File: src/rtl/tis_pkg.sv
// Shared definitions for the TIS-100 node: widths, PC opcodes, PC FSM states.
// Also used by op_decode, so the widths and opcode values must stay in sync with it.
package tis_pkg;

    localparam int ADDR_W = 4;
    localparam int DATA_W = 11;

    localparam logic [3:0] PC_NEXT = 4'd0;
    localparam logic [3:0] PC_HOLD = 4'd1;
    localparam logic [3:0] PC_JMP  = 4'd2;
    localparam logic [3:0] PC_JEZ  = 4'd3;
    localparam logic [3:0] PC_JNZ  = 4'd4;
    localparam logic [3:0] PC_JGZ  = 4'd5;
    localparam logic [3:0] PC_JLZ  = 4'd6;
    localparam logic [3:0] PC_JRO  = 4'd7;

    typedef enum logic {
        ST_IDLE = 1'b0,
        ST_RUN  = 1'b1
    } pc_state_e;

    // True when the op transfers control to const: JMP always, conditionals by acc sign.
    function automatic logic jump_taken(input logic [3:0]               op,
                                        input logic signed [DATA_W-1:0] acc);
        logic r;
        r = 1'b0;
        case (op)
            PC_JMP:  r = 1'b1;
            PC_JEZ:  r = (acc == '0);
            PC_JNZ:  r = (acc != '0);
            PC_JGZ:  r = (acc > 0);
            PC_JLZ:  r = (acc < 0);
            default: r = 1'b0;
        endcase
        return r;
    endfunction

endpackage

File: src/rtl/tis_pc_next.sv
// Next-address computation for the PC stage (purely combinational, 0 cycles).
// No handshake: the caller decides whether the result is committed.
module tis_pc_next
    import tis_pkg::*;
(
    input  logic [ADDR_W-1:0]        i_pc,
    input  logic [ADDR_W-1:0]        i_len,
    input  logic [3:0]               i_pc_instr,
    input  logic signed [DATA_W-1:0] i_const,
    input  logic signed [DATA_W-1:0] i_acc,
    input  logic signed [DATA_W-1:0] i_src_val,
    output logic [ADDR_W-1:0]        o_next
);

    logic [ADDR_W-1:0]        w_last;
    logic [ADDR_W-1:0]        w_seq;
    logic [ADDR_W-1:0]        w_tgt;
    logic [ADDR_W-1:0]        w_jmp;
    logic signed [DATA_W:0]   w_sum;
    logic signed [DATA_W:0]   w_last_ext;
    logic [ADDR_W-1:0]        w_jro;
    logic                     w_unused_const;

    assign w_last = i_len - 1'b1;
    assign w_seq  = (i_pc == w_last) ? '0 : i_pc + 1'b1;
    assign w_tgt  = i_const[ADDR_W-1:0];
    assign w_jmp  = (w_tgt >= i_len) ? '0 : w_tgt;

    assign w_unused_const = ^i_const[DATA_W-1:ADDR_W];

    // One extra bit so pc + src_val cannot overflow before clamping.
    assign w_sum      = $signed({{(DATA_W+1-ADDR_W){1'b0}}, i_pc})
                      + $signed({i_src_val[DATA_W-1], i_src_val});
    assign w_last_ext = $signed({{(DATA_W+1-ADDR_W){1'b0}}, w_last});

    always_comb begin
        w_jro = w_sum[ADDR_W-1:0];
        if (w_sum[DATA_W]) begin
            w_jro = '0;
        end else if (w_sum > w_last_ext) begin
            w_jro = w_last;
        end
    end

    always_comb begin
        o_next = w_seq;
        case (i_pc_instr)
            PC_HOLD: o_next = i_pc;
            PC_JMP,
            PC_JEZ,
            PC_JNZ,
            PC_JGZ,
            PC_JLZ:  o_next = jump_taken(i_pc_instr, i_acc) ? w_jmp : w_seq;
            PC_JRO:  o_next = w_jro;
            default: o_next = w_seq;
        endcase
        if (i_len == '0) begin
            o_next = '0;
        end
    end

endmodule

File: src/rtl/tis_pc.sv
// PC stage of a TIS-100 node: IDLE/RUN control, registered pc; next address after 1 cycle.
// stall freezes pc; start restarts at 0. Optional jump counter under TIS_PC_JUMP_CNT_EN.
module tis_pc
    import tis_pkg::*;
(
    input  logic                     i_clk,
    input  logic                     i_reset,
    input  logic                     i_start,
    input  logic [ADDR_W-1:0]        i_prog_len,
    input  logic                     i_stall,
    input  logic [3:0]               i_pc_instr,
    input  logic signed [DATA_W-1:0] i_const,
    input  logic signed [DATA_W-1:0] i_acc,
    input  logic signed [DATA_W-1:0] i_src_val,
    output logic [ADDR_W-1:0]        o_pc,
`ifdef TIS_PC_JUMP_CNT_EN
    output logic [15:0]              o_jump_cnt,
`endif
    output logic                     o_running
);

    pc_state_e         r_state;
    pc_state_e         w_state_nxt;
    logic [ADDR_W-1:0] r_pc;
    logic [ADDR_W-1:0] r_len;
    logic [ADDR_W-1:0] w_next;
    logic              w_update;

    always_ff @(posedge i_clk) begin
        if (i_reset) begin
            r_state <= ST_IDLE;
        end else begin
            r_state <= w_state_nxt;
        end
    end

    // RUN is only left through reset; start from either state (re)enters RUN.
    always_comb begin
        w_state_nxt = r_state;
        case (r_state)
            ST_IDLE: if (i_start) w_state_nxt = ST_RUN;
            ST_RUN:  w_state_nxt = ST_RUN;
            default: w_state_nxt = ST_IDLE;
        endcase
    end

    assign w_update = (r_state == ST_RUN) && !i_stall && !i_start;

    tis_pc_next u_next (
        .i_pc       (r_pc),
        .i_len      (r_len),
        .i_pc_instr (i_pc_instr),
        .i_const    (i_const),
        .i_acc      (i_acc),
        .i_src_val  (i_src_val),
        .o_next     (w_next)
    );

    always_ff @(posedge i_clk) begin
        if (i_reset) begin
            r_pc  <= '0;
            r_len <= '0;
        end else if (i_start) begin
            r_pc  <= '0;
            r_len <= i_prog_len;
        end else if (w_update) begin
            r_pc  <= w_next;
        end
    end

    assign o_pc      = r_pc;
    assign o_running = (r_state == ST_RUN);

`ifdef TIS_PC_JUMP_CNT_EN
    logic        w_jump;
    logic [15:0] r_jump_cnt;

    // A JRO by zero is a hold, so it does not count as a jump.
    assign w_jump = w_update
                 && (jump_taken(i_pc_instr, i_acc)
                     || ((i_pc_instr == PC_JRO) && (i_src_val != '0)));

    always_ff @(posedge i_clk) begin
        if (i_reset || i_start) begin
            r_jump_cnt <= '0;
        end else if (w_jump && (r_jump_cnt != 16'hFFFF)) begin
            r_jump_cnt <= r_jump_cnt + 16'd1;
        end
    end

    assign o_jump_cnt = r_jump_cnt;
`endif

endmodule

File: config.mk
export PLATFORM = sky130hd
export DESIGN_NAME = tis_pc
export DESIGN_NICKNAME = d
export VERILOG_FILES = /design/src/rtl/tis_pkg.sv /design/src/rtl/tis_pc_next.sv /design/src/rtl/tis_pc.sv
export SDC_FILE = /design/constraint.sdc
export NUM_CORES = 1
export LEC_CHECK = 0
export ABC_AREA = 1
export BUFFER_PORTS_ARGS = -buffer_cell sky130_fd_sc_hd__buf_2
export CORE_UTILIZATION = 55
export CTS_CLUSTER_DIAMETER = 80
export DETAILED_ROUTE_END_ITERATION = 8
export PLACE_DENSITY = 0.86
export SYNTH_ARGS = -nofsm -noshare
export SYNTH_HDL_FRONTEND = slang
export SYNTH_SLANG_ARGS = --single-unit
File: constraint.sdc
create_clock -name i_clk -period 7.3 [get_ports i_clk]
set_clock_uncertainty 0.1 [all_clocks]
set_input_delay 0.73 -clock i_clk [delete_from_list [all_inputs] [get_ports i_clk]]
set_output_delay 0.73 -clock i_clk [all_outputs]
set_load 0.02 [all_outputs]
---- Word level (Yosys, flattened, before mapping) ----
Index checks and enable logic that the tools add are counted.
storage, ports and cells
  ROM bits ................................ 0
  output and inout bits ................... 5
  bits of input ports ..................... 45
  register bits after elaboration ......... 9
  bits in latches ......................... 0
  memories ................................ 0
  RAM bits ................................ 0
  logic and storage cells ................. 41
cells by class
  multipliers ............................. 0
  reduce and logical (&&, ||, !) cells .... 10
  $lt $le $gt $ge ......................... 4
  multiplexer cells ....................... 11
  bitwise operators ....................... 1
  equality and inequality tests ........... 9
  shift-type cells ........................ 0
  add/sub/neg operators ................... 3
  div/mod/pow operators ................... 0
operators with widths
  kind                                                                    number
  4-bit two-way mux                                                       6
  4-bit by 3-bit equality test with 1-bit output (second input constant)  4
  5-bit by 11-bit adder with 12-bit output                                1
  12-bit by 5-bit > comparator with 1-bit output                          1
  4-bit one-hot mux with 3 select lines                                   1
  11-bit by 1-bit > comparator with 1-bit output (second input constant)  1
  11-bit zero test                                                        1
  11-bit by 1-bit < comparator with 1-bit output (second input constant)  1
  11-bit nonzero test                                                     1
  4-bit by 2-bit equality test with 1-bit output (second input constant)  2
  1-bit one-hot mux with 5 select lines                                   1
  5-bit OR reduction                                                      1
  4-bit by 1-bit adder with 4-bit output (second input constant)          1
  4-bit by 1-bit equality test with 1-bit output (second input constant)  1
  4-bit equality test                                                     1
  4-bit >= comparator                                                     1
  4-bit zero test                                                         1
  4-bit by 1-bit subtractor with 4-bit output (second input constant)     1
  1-bit logical AND                                                       2
  1-bit zero test                                                         2
  1-bit two-way mux                                                       2
  2-bit by 1-bit != test with 1-bit output (second input constant)        1
  1-bit one-hot mux with 2 select lines                                   1
  2-bit AND reduction                                                     1
  2 further kinds                                                         2

---- Logic depth before layout (Yosys ltp) ----
  depth in word-level cells ............... 6
  mapped depth ............................ 20
  mapped depth without buffers ............ 20

---- Hierarchy ----
Synthesis repeated with hierarchy kept, for this count alone.
unflattened totals
  cell total of the unflattened synthesis .. 291
  area total of the unflattened synthesis .. 1652.8 sq um
modules (own cells, without submodules)
  module       cells an instance  area an instance (sq um)  instances  sequential area each (sq um)
  tis_pc_next  236                1270.0                    1          0.0
  tis_pc       55                 382.9                     1          180.2

---- Least setup slack after synthesis ----
Ideal clock, no wire load.
  path kind ............................... input port to flip-flop
  from .................................... input i_src_val[2]
  to ...................................... register r_pc[0] (netlist: o_pc[0])
  stages on the path ...................... 19
  arrival time ............................ 2.801 ns
  library setup time ...................... 0.114 ns
  buffers on the path ..................... 0
  setup slack ............................. 4.285 ns
  required time ........................... 7.086 ns
  path through ............................ ha_1 -> or2_1 -> and2_1 -> xor2_1 -> ha_1 -> nand2_1 -> inv_1 -> nand2_1 -> nand2_1 -> nand2_1 -> nand3_1 -> nor2_1 -> nand3_2 -> nand2_2 -> nand2_1 -> nand2_1 -> nand2_1 -> nand2_1 -> a21oi_2
between the ends
  cells in the longest elaborated chain, start to end .. 6
RTL lines
  item                                            RTL line           RTL
  start, declared                                 tis_pc.sv:14       input logic signed [DATA_W-1:0] i_src_val,
  5-bit by 11-bit adder with 12-bit output (*)    tis_pc_next.sv:33  + $signed({i_src_val[DATA_W-1], i_src_val});
  12-bit by 5-bit > comparator with 1-bit output  tis_pc_next.sv:40  end else if (w_sum > w_last_ext) begin
  4-bit two-way mux                               tis_pc_next.sv:40
  4-bit two-way mux (*)                           tis_pc_next.sv:38  if (w_sum[DATA_W]) begin
  4-bit one-hot mux with 3 select lines (*)       tis_pc_next.sv:47  case (i_pc_instr)
  4-bit two-way mux (*)                           tis_pc_next.sv:57  if (i_len == '0) begin
  end signal, assigned                            tis_pc.sv:67       r_pc <= w_next;
  end, declared                                   tis_pc.sv:24       logic [ADDR_W-1:0] r_pc;
Mark *: on every way between the ends. The rest lies on a longest branch, timed or not.
A chain may end at the register's enable or synchronous reset.

---- Final worst setup path ----
  from .................................... input i_src_val[2]
  to ...................................... register r_pc[1] (netlist: o_pc[1])
Same word-level chain as after synthesis.

==> out/qor.yml <==
power_density_nw_per_um2: 93.50
num_vias: 1660
area_growth_pct: 18.47
grt_max_degree: 10
rsz0062_at_grt: "no"
synth_xor_area_share_pct: 6.998
slew-limit-headroom_pct: 68.76
dieArea_um2: 2910
synth_top_family_by_area: "simple AND/OR/NAND/NOR gates"
routedWlPerCell_um: 9.637
holdBufCountCts: 0
viasPerCell: 5.061
die_y_um: 53.94
htree_levels: 1
cts-root-buf: "clkbuf_4"
p_leak_nw: 0.9929
hp-class: "reg -> reg"
fill_cells: 249
muxShareOfSynthArea_pct: 0
cpPeakStageDelay_ns: 0.39
met3_wirelength_um: 256
fmax_mhz: 311.7
finalWorstPathRequiredPeriod_ns: 3.208
synth_area_per_cell_um2: 5.889
drv_slew: 0
synth_nets: 312
cp-end-kind: "flip-flop"
utilization_pct: 69.69
path_common_cell: "nand2_1"
path_max_fanout: 6
dr.first_iter.drc_count: 37
place.gp.congestion: 0.8999
die_w_um: 53.94
synth-seq-cells: 9
finalNetCount: 359
synth-simple-area-share_pct: 47.05
numPortBuffers: 42
antenna_cells: 0
gr-total-overflow: 0
clock_latency_ns: 0.26
cp_cell_sequence: "buf_2 > ha_1 > or2_1 > and2_1 > xor2_1 > ha_1 > a21oi_1 > nand2_1 > nand2_1 > nand3_1 > nor2_1 > nand3_2 > nand2_2 > nand2_1 > nand3_1 > nand2_1 > nand2_1 > a21oi_1"
maxCapViolCount: 0
period_share_pct: 43.95
cts_num_sinks: 9
hold_viol_final: 0
status: "complete, no violations"
dp_hpwl_um: 2715
final_antenna_net_count: 0
yosysSeqAreaShare_pct: 12.14
synth_fa_ha_area_share_pct: 13.15
row_count: 18
synth_area_um2: 1484
synth_compound_area_share_pct: 10.03
critPathLaunchType: "primary input"
cts.clk_slew.worst_paths_ns: 0.06
cts_tree: "built"
grt_pass1_vias: 1394
wl_met2_um: 1323
start_util_pct: 58.83
netlist_instances: 252
irDropWorstVdd_mv: 0.1177
tightestPinTransition_ns: 0.4650
remaining_drc_errors: 0
cts_setup_buffers: 0
cts.repair.resized: 0
grt_antenna_before_repair: 0
top_layer_used: "met4"
crit_arrival_ns: 3.26
cts_made_buffers: 3
setup_viol: 0
ys_warn_count: 0
design.core.area_um2: 2522
hold_ws_ns: 0.3991
tns_ns: 0
worstPathRequired_ns: 7.35
cts_buffer_depth: 2
wirelength_met1_um: 1562
synth.distinct_cells: 31
crit_type: "in -> reg"
grt_pass1_wl_um: 5506
drive_above_1_share_pct: 23.49
wirelength_um: 3161
grt_usage_pct: 25.50
critical_path.slowest_cell: "ha_1"
num_io_pins: 50
drt_pass1_iterations: 4
cells in the mapped netlist, drive strengths merged:
master,n,area share (%)
nor3b,1,0.51
clkinv,2,0.51
fa,1,1.3
ha,14,12
o21ai,2,0.67
a211oi,4,2.0
inv,40,10
dfxtp,9,12
a21boi,1,0.51
a2111oi,1,1.0
nand3b,2,1.0
xor2,8,5.2
nor3,3,1.0
a21oi,15,5.8
xnor2,3,1.8
nand3,26,10
and2,1,0.42
or2,3,1.3
nand4,2,0.84
nor2,17,6.2
nand2,97,26
placed cells by master (no fill, tap or decap), types with 2 or more instances in the layout:
master / n
nor3_1: 3
nor2_1: 12
nand3_2: 4
a21oi_2: 3
a211oi_1: 4
nand3b_1: 2
xor2_1: 7
clkinv_1: 2
nand3_1: 22
xnor2_1: 3
nand2_1: 90
inv_1: 37
ha_1: 14
nor2_4: 3
nand4_1: 2
buf_2: 42
nand2_2: 7
inv_2: 3
nor2_2: 2
dfxtp_1: 9
clkbuf_4: 3
a21oi_1: 12
power by group:
part	internal [mW]	switching (mW)
clock	0.0210	0.0169
combinational	0.0303	0.0432
sequential	0.0512	0.00179
through the flow:
step	setup WS, ns	power (mW)	instance area [µm²]	cells
after floorplan	4.285	0.1043	1484	252
after global placement	3.891	0.1256	1732	324
after global routing	3.936	0.1821	1758	328
final	4.092	0.1644	1758	328
after CTS	4.125	0.1659	1758	328
after detailed placement	3.856	0.1272	1732	324
registers in the layout (all words and copies together), names as in the netlist:
signal	count
o_pc	4
r_len	4
o_running	1
cell families after synthesis:
group	after synthesis
and+or+nand+nor	152
buffers and inverters	42
AOI/OAI and AO/OA	23
adders and majority gates	15
xor gates and xnor gates	11
DFF	9
final cells by class:
cell class	instances	area [µm²]	area share (%)
Clock buffer	4	26.28	1.495
Inverter	42	157.7	8.968
Multi-Input combinational cell	201	1146	65.20
Sequential cell	9	180.2	10.25
Tap cell	30	37.54	2.135
Timing Repair Buffer	42	210.2	11.96
routing by layer:
metal	up-vias	global-route usage [%]
li1	897	-
met1	707	34.01
met2	52	42.18
met3	4	5.367
met4	0	4.386
met5	-	0
final timing paths:
| path | startpoint | endpoint | slack, ns | cells past startpoint |
|---|---|---|---|---|
| min reg2reg | o_running | o_running | 0.40 | 2 |
| min | o_running | o_running | 0.40 | 2 |
| max reg2reg | o_pc[2] | o_pc[1] | 4.22 | 17 |
| max | i_src_val[2] | o_pc[1] | 4.09 | 18 |
worst max-delay path: cells and delay by family:
kind / cells / cell delay (ns)
AO/OA/AOI/OAI: 2 / 0.21
XOR/XNOR: 1 / 0.23
adder cells (fa/ha/maj): 2 / 0.69
buffers and inverters: 1 / 0.10
AND/OR/NAND/NOR: 12 / 1.31
Note: power is estimated with default switching activity, not from simulation.
